`src/rtl/fetch_sequencer_if.sv`:
```
// Handshake bundle between fetch_sequencer (master) and the fetch/execute side (slave).
interface fetch_seq_if #(
    parameter int ADDR_W = 9,
    parameter int INST_W = 9
);
    logic              start;
    logic [ADDR_W-1:0] start_addr;
    logic [INST_W-1:0] inst;
    logic              exec_done;
    logic              br_taken;
    logic              br_rel;
    logic [7:0]        br_target;
    logic [5:0]        br_imm;
    logic              init;
    logic [ADDR_W-1:0] startAddress;
    logic              fetch_unit_en;
    logic              branch;
    logic              branchi;
    logic [7:0]        target;
    logic [5:0]        immediate;
    logic              inst_valid;
    logic              busy;
    logic              done;
    logic              timeout;
    logic [15:0]       cycle_cnt;

    modport master (
        input  start, start_addr, inst, exec_done, br_taken, br_rel, br_target, br_imm,
        output init, startAddress, fetch_unit_en, branch, branchi, target, immediate,
               inst_valid, busy, done, timeout, cycle_cnt
    );

    modport slave (
        output start, start_addr, inst, exec_done, br_taken, br_rel, br_target, br_imm,
        input  init, startAddress, fetch_unit_en, branch, branchi, target, immediate,
               inst_valid, busy, done, timeout, cycle_cnt
    );
endinterface

```
`src/rtl/fetch_sequencer.sv`:
```
// Fetch/issue/wait control FSM for fetch_unit. Optional watchdog: define FETCH_SEQ_WATCHDOG_EN
// to force HALT with timeout once cycle_cnt reaches WDOG_LIMIT.
module fetch_sequencer #(
    parameter int                 ADDR_W      = 9,
    parameter int                 INST_W      = 9,
    parameter logic [INST_W-1:0]  HALT_OPCODE = {{(INST_W-1){1'b0}}, 1'b1}
`ifdef FETCH_SEQ_WATCHDOG_EN
    , parameter logic [15:0]      WDOG_LIMIT  = 16'd65535
`endif
) (
    input  logic       clk,
    input  logic       rst_n,
    fetch_seq_if.master bus
);
    typedef enum logic [2:0] {S_IDLE, S_INIT, S_ISSUE, S_WAIT, S_HALT} state_t;

    state_t            r_state;
    logic [ADDR_W-1:0] r_start_addr;
    logic [15:0]       r_cnt;
    logic              r_timeout;
    logic              w_run;
    logic              w_wdog;
    logic              w_adv;
    logic              w_accept;

    assign w_run    = (r_state == S_ISSUE) || (r_state == S_WAIT);
    assign w_accept = ((r_state == S_IDLE) || (r_state == S_HALT)) && bus.start;

`ifdef FETCH_SEQ_WATCHDOG_EN
    assign w_wdog = w_run && (r_cnt >= WDOG_LIMIT);
`else
    assign w_wdog = 1'b0;
`endif

    // PC advances only when the datapath finished and the watchdog did not fire
    assign w_adv = (r_state == S_WAIT) && bus.exec_done && !w_wdog;

    always_ff @(posedge clk or negedge rst_n) begin
        if (!rst_n) begin
            r_state      <= S_IDLE;
            r_start_addr <= '0;
            r_cnt        <= '0;
            r_timeout    <= 1'b0;
        end else begin
            if (w_run && !w_wdog && r_cnt != 16'hFFFF)
                r_cnt <= r_cnt + 16'd1;
`ifdef FETCH_SEQ_WATCHDOG_EN
            if (w_wdog)
                r_timeout <= 1'b1;
`endif
            case (r_state)
                S_IDLE, S_HALT: begin
                    if (w_accept) begin
                        r_start_addr <= bus.start_addr;
                        r_cnt        <= '0;
                        r_timeout    <= 1'b0;
                        r_state      <= S_INIT;
                    end
                end
                S_INIT:  r_state <= S_ISSUE;
                S_ISSUE: begin
                    if (w_wdog || bus.inst == HALT_OPCODE)
                        r_state <= S_HALT;
                    else
                        r_state <= S_WAIT;
                end
                S_WAIT: begin
                    if (w_wdog)
                        r_state <= S_HALT;
                    else if (bus.exec_done)
                        r_state <= S_ISSUE;
                end
                default: r_state <= S_IDLE;
            endcase
        end
    end

    assign bus.init          = (r_state == S_INIT);
    assign bus.fetch_unit_en = (r_state == S_INIT) || w_adv;
    assign bus.inst_valid    = (r_state == S_ISSUE);
    assign bus.busy          = (r_state == S_INIT) || w_run;
    assign bus.done          = (r_state == S_HALT);
    assign bus.branch        = w_adv && bus.br_taken && !bus.br_rel;
    assign bus.branchi       = w_adv && bus.br_taken && bus.br_rel;
    // Branch operands are don't-care outside an advance; gating keeps them 0 in reset
    assign bus.target        = w_adv ? bus.br_target : 8'd0;
    assign bus.immediate     = w_adv ? bus.br_imm : 6'd0;
    assign bus.startAddress  = r_start_addr;
    assign bus.cycle_cnt     = r_cnt;
`ifdef FETCH_SEQ_WATCHDOG_EN
    assign bus.timeout       = r_timeout;
`else
    assign bus.timeout       = 1'b0;
`endif
endmodule

```
`src/flat_wrapper.sv`:
```
// flat-port wrapper written by rule: the top's interface ports become plain ports
module fetch_sequencer_flat 
#(
    parameter int                 ADDR_W      = 9,
    parameter int                 INST_W      = 9,
    parameter logic [INST_W-1:0]  HALT_OPCODE = {{(INST_W-1){1'b0}}, 1'b1}

)
  (clk, rst_n, bus_start, bus_start_addr, bus_inst, bus_exec_done, bus_br_taken, bus_br_rel, bus_br_target, bus_br_imm, bus_init, bus_startAddress, bus_fetch_unit_en, bus_branch, bus_branchi, bus_target, bus_immediate, bus_inst_valid, bus_busy, bus_done, bus_timeout, bus_cycle_cnt);
  fetch_seq_if #(.ADDR_W(ADDR_W), .INST_W(INST_W)) bus_i ();
  input  logic clk;
  input  logic rst_n;
  input wire logic [$bits(bus_i.start)-1:0] bus_start;
  input wire logic [$bits(bus_i.start_addr)-1:0] bus_start_addr;
  input wire logic [$bits(bus_i.inst)-1:0] bus_inst;
  input wire logic [$bits(bus_i.exec_done)-1:0] bus_exec_done;
  input wire logic [$bits(bus_i.br_taken)-1:0] bus_br_taken;
  input wire logic [$bits(bus_i.br_rel)-1:0] bus_br_rel;
  input wire logic [$bits(bus_i.br_target)-1:0] bus_br_target;
  input wire logic [$bits(bus_i.br_imm)-1:0] bus_br_imm;
  output wire logic [$bits(bus_i.init)-1:0] bus_init;
  output wire logic [$bits(bus_i.startAddress)-1:0] bus_startAddress;
  output wire logic [$bits(bus_i.fetch_unit_en)-1:0] bus_fetch_unit_en;
  output wire logic [$bits(bus_i.branch)-1:0] bus_branch;
  output wire logic [$bits(bus_i.branchi)-1:0] bus_branchi;
  output wire logic [$bits(bus_i.target)-1:0] bus_target;
  output wire logic [$bits(bus_i.immediate)-1:0] bus_immediate;
  output wire logic [$bits(bus_i.inst_valid)-1:0] bus_inst_valid;
  output wire logic [$bits(bus_i.busy)-1:0] bus_busy;
  output wire logic [$bits(bus_i.done)-1:0] bus_done;
  output wire logic [$bits(bus_i.timeout)-1:0] bus_timeout;
  output wire logic [$bits(bus_i.cycle_cnt)-1:0] bus_cycle_cnt;
  assign bus_i.start = bus_start;
  assign bus_i.start_addr = bus_start_addr;
  assign bus_i.inst = bus_inst;
  assign bus_i.exec_done = bus_exec_done;
  assign bus_i.br_taken = bus_br_taken;
  assign bus_i.br_rel = bus_br_rel;
  assign bus_i.br_target = bus_br_target;
  assign bus_i.br_imm = bus_br_imm;
  assign bus_init = bus_i.init;
  assign bus_startAddress = bus_i.startAddress;
  assign bus_fetch_unit_en = bus_i.fetch_unit_en;
  assign bus_branch = bus_i.branch;
  assign bus_branchi = bus_i.branchi;
  assign bus_target = bus_i.target;
  assign bus_immediate = bus_i.immediate;
  assign bus_inst_valid = bus_i.inst_valid;
  assign bus_busy = bus_i.busy;
  assign bus_done = bus_i.done;
  assign bus_timeout = bus_i.timeout;
  assign bus_cycle_cnt = bus_i.cycle_cnt;
  fetch_sequencer #(.ADDR_W(ADDR_W), .INST_W(INST_W), .HALT_OPCODE(HALT_OPCODE)) u_core (.clk(clk), .rst_n(rst_n), .bus(bus_i));
endmodule
```
`config.mk`:
```
export PLATFORM = sky130hd
export DESIGN_NAME = fetch_sequencer_flat
export DESIGN_NICKNAME = d
export VERILOG_FILES = /design/src/rtl/fetch_sequencer_if.sv /design/src/rtl/fetch_sequencer.sv /design/src/flat_wrapper.sv
export SDC_FILE = /design/constraint.sdc
export NUM_CORES = 1
export LEC_CHECK = 0
export BUFFER_PORTS_ARGS = -buffer_cell sky130_fd_sc_hd__buf_4
export CAP_MARGIN = 5
export CORE_MARGIN = 5
export CORE_UTILIZATION = 41
export DETAILED_ROUTE_END_ITERATION = 6
export PLACE_DENSITY = 0.83
export SKIP_LAST_GASP = 1
export SYNTH_ARGS = -nofsm -noshare
export SYNTH_HDL_FRONTEND = slang
export SYNTH_SLANG_ARGS = --single-unit
```
`constraint.sdc`:
```
create_clock -name clk -period 1.6 [get_ports clk]
set_input_delay 0.08 -clock clk [delete_from_list [all_inputs] [get_ports clk]]
set_output_delay 0.08 -clock clk [all_outputs]
set_load 0.01 [all_outputs]
```
After elaboration in Yosys (flattened, before gate mapping)
Cells that the tools add are included.
{ "totals": {"register_bits": 28, "output_inout_bits": 47, "input_bits": 38, "elab_cells": 36} }
{ "op_classes": {"n_eq_ne": 8, "add_sub_neg": 1, "n_reduce_logical": 15, "muxes": 9} }
{ "op_table": {"columns": ["cell", "n"], "rows": [
  ["16-bit 2-to-1 mux", 3],
  ["16-bit by 1-bit adder with 16-bit output (second input constant)", 1],
  ["16-bit != test (second input constant)", 1],
  ["3-bit case mux with 4 select lines", 1],
  ["9-bit by 1-bit equality test with 1-bit output (second input constant)", 1],
  ["3-bit 2-to-1 mux", 3],
  ["8-bit 2-to-1 mux", 1],
  ["3-bit by 2-bit equality test with 1-bit output (second input constant)", 2],
  ["1-bit logical AND", 6],
  ["6-bit 2-to-1 mux", 1],
  ["1-bit logical OR", 4],
  ["2-bit AND reduction", 2],
  ["3-bit by 1-bit equality test with 1-bit output (second input constant)", 1],
  ["3-bit equality test (second input constant)", 1],
  ["3-bit zero test", 1],
  ["2-bit by 1-bit != test with 1-bit output (second input constant)", 1],
  ["2-bit != test (second input constant)", 1],
  ["2-bit OR reduction", 1],
  ["1-bit zero test", 1]
]} }

Logic depth before layout (Yosys ltp)
Gate-level depths: netlist of the first run.
{ "depth": {"ltp_word": 6, "ltp_mapped": 6, "mapped_depth_nobuf": 5} }

Worst setup path before layout of the first run
No wires, ideal clock.
{ "synth_path": {"path_kind": "register to register", "from": "register u_core.r_cnt[3] (netlist: u_core.bus.cycle_cnt[3])", "to": "register u_core.r_cnt[11] (netlist: u_core.bus.cycle_cnt[11])", "n_path_buf": 0, "path_slack_ns": -0.158, "arrival_ns": 1.633, "stages_incl_launch_ff": 5, "path_cell_list": "dfrtp_1 > nand3_4 > or3_4 > nor4_2 > mux2_2"} }
{ "synth_via": {"elab_chain_len": 5, "word_cells_on_any_way": 6, "classes_between": "add/sub (1); eq/ne (1); mux (3); reduce/logical (1)"} }
{ "synth_rtl": {"columns": ["element", "line_no", "source"], "rows": [
  ["start: declaration", "fetch_sequencer.sv:19", "logic [15:0] r_cnt;"],
  ["start signal: assignment", "fetch_sequencer.sv:46", "r_cnt <= r_cnt + 16'd1;"],
  ["branches (longest 2 deep; another with 16-bit by 1-bit adder with 16-bit output)", null, null],
  ["16-bit 2-to-1 mux (*)", "fetch_sequencer.sv:45", "if (w_run && !w_wdog && r_cnt != 16'hFFFF)"],
  ["16-bit 2-to-1 mux", "fetch_sequencer.sv:53", "if (w_accept) begin"],
  ["16-bit 2-to-1 mux (*)", "fetch_sequencer.sv:51", "case (r_state)"]
]} }
Every way passes the cells marked *.
A chain may end at the register's enable or synchronous reset.

Final worst setup path of the first run
{ "layout_path": {"from": "register u_core.r_cnt[14] (netlist: u_core.bus.cycle_cnt[14])", "to": "register u_core.r_cnt[11] (netlist: u_core.bus.cycle_cnt[11])"} }
{ "layout_via": {"elab_chain_len": 5} }
{ "layout_rtl": {"columns": ["element", "line_no"], "rows": [
  ["16-bit != test (*)", "fetch_sequencer.sv:45"],
  ["1-bit logical AND (*)", "fetch_sequencer.sv:45"],
  ["16-bit 2-to-1 mux (*)", "fetch_sequencer.sv:45"],
  ["16-bit 2-to-1 mux", "fetch_sequencer.sv:53"],
  ["16-bit 2-to-1 mux (*)", "fetch_sequencer.sv:51"]
]} }
Every way passes the cells marked *; elsewhere a longest branch is shown, timed or not.

==> impl_metrics.py, run 1 <==
metrics = {
    "hold_path": {
        "min_to": "u_core.r_state[2]",
        "hold_path.class": "in -> reg",
        "min_from": "bus_inst[1]",
        "holdPathStages": 3,
    },
    "grt": {
        "grt_max_degree": 29,
        "grt-ovfl-total": 0,
        "grt_pass1_wl_mm": 9.38,
        "grt_pass1_vias": 2021,
        "grt_antenna_before_repair": 0,
        "grt_usage": 0.217,
    },
    "sta": {
        "post-route-period-util": 1.03,
        "drv_slew": 0,
        "fmax_ghz": 0.609,
        "layout_setup_ws_ns": -0.0415,
        "fin_tns_setup_ns": -0.129,
        "post-route-min-period_ns": 1.64,
        "rsz0062_at_grt": "true",
        "setup_viol": 5,
        "clock_skew_ns": 0.00754,
        "hold_violations": 0,
    },
    "routing": {
        "route.detailed.drc": 0,
        "totalWireLength_mm": 6.63,
        "vias": 2102,
        "ant_nets": 0,
        "drt_iter0_drc": 218,
        "wl_per_cell_um": 17.4,
        "via_per_inst": 5.53,
        "first_pass_iters": 4,
    },
    "clock_network": {
        "clock-sinks": 28,
        "cts.htree.levels": 1,
        "clock_latency_ns": 0.28,
        "cts_buffers": 3,
        "clk_pin_slew_worst_paths_ns": 0.11,
        "cts_tree": "done",
        "clockBufferDepth": 2,
        "clockRootBuffer": "clkbuf_8",
    },
    "finish": {
        "area_growth_pct": 78.7,
        "final_nets": 370,
        "diodes": 0,
        "final_util": 0.751,
        "layout_common_cells": "buf_4, nand2_1, dfrtp_1",
        "fillers": 274,
        "final_common_cell": "buf_4",
        "drive_gt1_frac": 0.527,
    },
    "setup_path": {
        "rr_endpoint": "u_core.bus.cycle_cnt[11]",
        "reg2reg_depth": 6,
        "cp_cell_sequence": "nand4_1 -> buf_4 -> nor4_4 -> buf_4 -> nor4_4 -> mux2_4",
        "slowest_stage": "dfrtp_1",
        "cp_data_arrival_time_ns": 1.82,
        "cp_max_fo": 3,
        "worstSetupPathType": "reg -> reg",
        "rrSetupSlack_ns": -0.04,
        "path_buf_inv": 2,
        "r2r-start": "u_core.bus.cycle_cnt[14]",
        "slowest_delay_ns": 0.36,
        "cp_top_family": "simple AND/OR/NAND/NOR gates",
        "critPathLaunchType": "flop",
        "cp-end-kind": "flop",
        "cp.required_ns": 1.78,
    },
    "run": {
        "drv_cap": 0,
    },
    "pwr": {
        "p_leak_nw": 1.47,
        "vdd_drop_max_uv": 649,
        "pwr_density_cell_nw_per_um2": 1080,
    },
    "floorplanning": {
        "core_um2": 4000,
        "fp.dieH_um": 74.0,
        "die_x_um": 74.0,
        "num_rows": 23,
        "die_area_um2": 5480,
        "ioPinCount": 85,
        "initial_core_util": 0.420,
    },
    "synthesis": {
        "synth_nets": 233,
        "ys.flop_type": "dfrtp_1",
        "yosysTopAreaCell": "dfrtp_1",
        "synth_edf_count": 0,
        "yosys.area.top_type_share": 0.417,
        "synthTopCellsByArea": "dfrtp_1, nand2_1, and2_1",
        "ys_types": 46,
        "async_flop_share": 1.00,
        "avgSynthCellArea_um2": 8.67,
        "synth_seq_cells": 28,
        "ys_warn_count": 0,
        "synth_area_um2": 1680,
        "syn_inst": 194,
        "ys_seq_area_frac": 0.417,
    },
    "placement": {
        "hpwl_mm": 4.22,
        "place_congestion": 0.848,
        "port_buffers": 83,
    },
    "outcome": {
        "status": "finished with violations",
        "violations": "setup timing",
    },
}
cell usage after synthesis, types with 4 or more instances:
library cell  count
a21oi_1           7
a31oi_1           4
and2_1           15
and3_1            4
clkbuf_1          6
dfrtp_1          28
inv_1             4
nand2_1          41
nand2b_1          4
nand3_1           4
nor2_1           10
nor3_1            9
nor4_1            7
registers in the layout, indices dropped and copies added, names as in the netlist:
signal                   count
u_core.bus.cycle_cnt        16
u_core.r_state               3
u_core.bus.startAddress      9
metrics by stage:
step,setup WS [ns],instance area (um2),total power [mW],std cells,hold slack [ns]
6_report,-0.0415,3010,3.25,380,0.132
3_3_place_gp,0.00332,2570,2.49,348,0.0159
5_1_grt,-0.115,3010,3.43,380,0.167
2_1_floorplan,-0.0373,1730,1.75,194,-0.216
3_5_place_dp,-0.0172,2570,2.54,348,0.0235
4_1_cts,-0.0201,2840,3.06,372,0.115
worst min-delay path, cell delays in order:
cell,delay (ns)
buf_4,0.07
nand4b_1,0.14
o32ai_1,0.08
cell type report:
class / count / area [um2] / share of cell area
well taps: 50 / 62.6 / 0.0208
multi-input cells: 153 / 1040 / 0.347
repair buffers: 141 / 1120 / 0.373
flip-flops and latches: 28 / 708 / 0.236
inverters: 4 / 15.0 / 0.00500
clock buffers: 4 / 55.1 / 0.0183
kinds of logic after synthesis:
family,Yosys count,share of synthesized area
flops,28,0.417
other cells,1,0.00223
buf+inv,15,0.0402
simple gates,117,0.391
mux,4,0.0246
compound gates,28,0.118
fa+ha+maj,1,0.00744
metal layers:
| metal | vias up | GRT usage | wire length [um] |
|---|---|---|---|
| li1 | 969 | - | - |
| met4 | 0 | 0.0704 | 234 |
| met5 | - | 0 | 0 |
| met1 | 1016 | 0.281 | 2550 |
| met3 | 27 | 0.0378 | 426 |
| met2 | 90 | 0.368 | 3420 |
worst max path at each step:
stage	from	slack (ns)	depth (start not counted)	to
2_1_floorplan	u_core.bus.cycle_cnt[14]	-0.04	4	u_core.bus.cycle_cnt[2]
3_3_place_gp	u_core.r_state[2]	0.003	5	u_core.bus.cycle_cnt[10]
3_5_place_dp	u_core.r_state[2]	-0.02	5	u_core.bus.cycle_cnt[10]
4_1_cts	u_core.r_state[1]	-0.02	5	u_core.bus.cycle_cnt[11]
5_1_grt	u_core.bus.cycle_cnt[1]	-0.11	5	u_core.bus.cycle_cnt[7]
6_report	u_core.bus.cycle_cnt[14]	-0.04	6	u_core.bus.cycle_cnt[11]
report_power, final:
part           leakage (nW)  switching [mW]  internal [mW]
clock                0.0288           0.241          0.221
sequential            0.336           0.151          0.880
combinational          1.11           0.870          0.889
repair_timing:
item | CTS | global route
gates resized for setup | 8 | 29
hold buffers | 11 | 0
cloned | 1 | 2
hold endpoints to repair | 38 | 0
buffers inserted | 8 | 6
pin swaps | 5 | 14
setup endpoints to repair | 20 | 30
Power figures use the tool's default switching activity.
==> run 2: changes to the inputs <==
--- a/config.mk
+++ b/config.mk
@@ -7,10 +7,11 @@
 export LEC_CHECK = 0
 export BUFFER_PORTS_ARGS = -buffer_cell sky130_fd_sc_hd__buf_4
 export CAP_MARGIN = 5
-export CORE_MARGIN = 5
+export CORE_MARGIN = 3
 export CORE_UTILIZATION = 41
 export DETAILED_ROUTE_END_ITERATION = 6
 export PLACE_DENSITY = 0.83
+export REMOVE_ABC_BUFFERS = 1
 export SKIP_LAST_GASP = 1
 export SYNTH_ARGS = -nofsm -noshare
 export SYNTH_HDL_FRONTEND = slang
==> run 2 against run 1 <==
  * The run ends with hold timing, setup timing left
  * Total power decreased by 2.1%
  * Sequential share of layout area increased by 0.72 points
  * Routed wire length decreased by 2.6%
  * Fmax fell by 4.7%
  * Combinational power decreased by 3%
  * Worst hold slack got worse by 0.14 ns
==> impl_metrics.py, run 2 (synthesized netlist as in run 1, its figures left out) <==
metrics = {
    "outcome": {
        "status": "finished with violations",
        "violations": "hold timing, setup timing",
    },
    "routing": {
        "ant_nets": 0,
        "dr_wl_met2_mm": 3.53,
        "top_layer_used": "met4",
        "drt_iter0_drc": 198,
        "totalWireLength_mm": 6.46,
        "vias": 2048,
        "via_per_inst": 5.51,
        "wl_per_cell_um": 17.4,
        "first_pass_iters": 4,
        "dr_wl_met3_um": 342,
        "route.detailed.drc": 0,
        "wl_met1_mm": 2.48,
    },
    "setup_path": {
        "cp_cell_sequence": "nand4_1 -> buf_4 -> nor4_4 -> buf_4 -> nand4b_1 -> mux2i_1",
        "cp-end-kind": "flop",
        "crit_top_cell": "buf_4",
        "worstSetupPathType": "reg -> reg",
        "slowest_stage": "dfrtp_1",
        "path_buf_inv": 2,
        "cp_max_fo": 4,
        "r2r-start": "u_core.bus.cycle_cnt[15]",
        "slowest_delay_ns": 0.37,
        "reg2reg_depth": 6,
        "critPathLaunchType": "flop",
        "cp.required_ns": 1.80,
        "rrSetupSlack_ns": -0.12,
        "cp_top_family": "simple AND/OR/NAND/NOR gates",
        "rr_endpoint": "u_core.bus.cycle_cnt[13]",
        "cp_data_arrival_time_ns": 1.93,
    },
    "floorplanning": {
        "ioPinCount": 85,
        "die_area_um2": 4910,
        "fp.dieH_um": 70.0,
        "die_x_um": 70.0,
        "core_um2": 3800,
        "num_rows": 22,
        "initial_core_util": 0.443,
    },
    "sta": {
        "post-route-min-period_ns": 1.72,
        "layout_setup_ws_ns": -0.122,
        "fin_tns_setup_ns": -0.530,
        "hold_violations": 1,
        "rsz0062_at_grt": "true",
        "drv_slew": 0,
        "clock_skew_ns": 0.00143,
        "setup_viol": 8,
        "post-route-period-util": 1.08,
        "holdWs_ns": -0.00421,
        "fmax_ghz": 0.581,
    },
    "run": {
        "drv_cap": 0,
    },
    "pwr": {
        "pwr_density_cell_nw_per_um2": 1100,
        "vdd_drop_max_uv": 529,
        "p_leak_nw": 1.43,
    },
    "clock_network": {
        "cts_buffers": 3,
        "cts_tree": "done",
        "cts.htree.levels": 1,
        "clockRootBuffer": "clkbuf_8",
        "clock-sinks": 28,
        "clockBufferDepth": 2,
        "clock_latency_ns": 0.28,
        "clk_pin_slew_worst_paths_ns": 0.09,
    },
    "placement": {
        "port_buffers": 83,
        "dp_slack_ns": -0.0701,
        "place_congestion": 0.852,
        "hpwl_mm": 3.98,
        "dp_cells": 349,
    },
    "hold_path": {
        "min_from": "bus_start_addr[4]",
        "hold_path.class": "in -> reg",
        "holdPathStages": 3,
        "min_to": "u_core.bus.startAddress[4]",
    },
    "grt": {
        "grt_antenna_before_repair": 0,
        "grt-ovfl-total": 0,
        "grt_usage": 0.233,
        "grt_max_degree": 29,
        "grt_pass1_wl_mm": 9.54,
        "grt_pass1_vias": 1993,
    },
    "finish": {
        "fillers": 244,
        "diodes": 0,
        "final_nets": 364,
        "area_growth_pct": 71.9,
        "final_util": 0.761,
        "largest_reg_flops": 16,
        "final_common_cell": "buf_4",
        "drive_gt1_frac": 0.478,
        "final-instance-count-excl-fill": 372,
        "layout_common_cells": "buf_4, nand2_1, dfrtp_1",
    },
}
==> run 2: cell count changes in the layout (fill, tap and decap cells not counted), moves of 5 or more <==
cell	delta
and2_1	+7
and2_4	-7
buf_4	+5
buf_6	-8
dfrtp_1	+5
dfrtp_2	-5
==> run 2: how the worst max path moves through the flow <==
stage	start	endpoint	slack [ns]	cells past startpoint
2_1_floorplan	u_core.r_state[2]	u_core.bus.cycle_cnt[11]	-0.24	4
3_3_place_gp	u_core.r_state[2]	u_core.bus.cycle_cnt[11]	-0.01	4
3_5_place_dp	u_core.bus.cycle_cnt[0]	u_core.bus.cycle_cnt[0]	-0.07	6
4_1_cts	u_core.r_state[1]	bus_fetch_unit_en	-0.07	4
5_1_grt	u_core.bus.cycle_cnt[13]	u_core.bus.cycle_cnt[11]	-0.15	6
6_report	u_core.bus.cycle_cnt[15]	u_core.bus.cycle_cnt[13]	-0.12	6
==> run 2: power breakdown <==
part	internal, mW	total, mW	switching [mW]
Combinational	0.829	1.70	0.875
Sequential	0.871	1.03	0.163
Clock	0.221	0.445	0.225
==> run 2: tightest hold or removal path: cells and delay by family <==
kind / cells / cell delay [ns]
buffers and inverters: 1 / 0.08
and+or+nand+nor: 2 / 0.09
==> run 2: stage by stage <==
stage	power, mW	hold WS (ns)	cell area [um2]
2_1_floorplan	1.71	-0.216	1630
3_3_place_gp	2.45	0.0176	2590
3_5_place_dp	2.51	0.0171	2590
4_1_cts	3.04	0.00346	2790
5_1_grt	3.36	0.0209	2890
6_report	3.18	-0.00421	2890
==> run 2: metal layers <==
layer / GRT usage / up-vias
li1: - / 957
met1: 0.295 / 1009
met2: 0.414 / 74
met3: 0.0331 / 8
met4: 0.0596 / 0
met5: 0 / -
==> run 2: cell type report <==
class | count | area (um2) | share of cell area
sequential | 28 | 702 | 0.243
multi-input combinational | 152 | 995 | 0.344
timing repair buffer | 136 | 1060 | 0.368
tap | 48 | 60.1 | 0.0208
inverter | 4 | 15.0 | 0.00519
clock buffer | 4 | 55.1 | 0.0190
==> run 2: timing repair <==
item / in CTS / in global routing
cloned: 1 / 0
resized for setup: 8 / 10
endpoints found under the setup margin: 25 / 33
hold buffers: 7 / 2
buffers inserted: 4 / 5
hold endpoints to repair: 34 / 2
pin swaps: 2 / 9
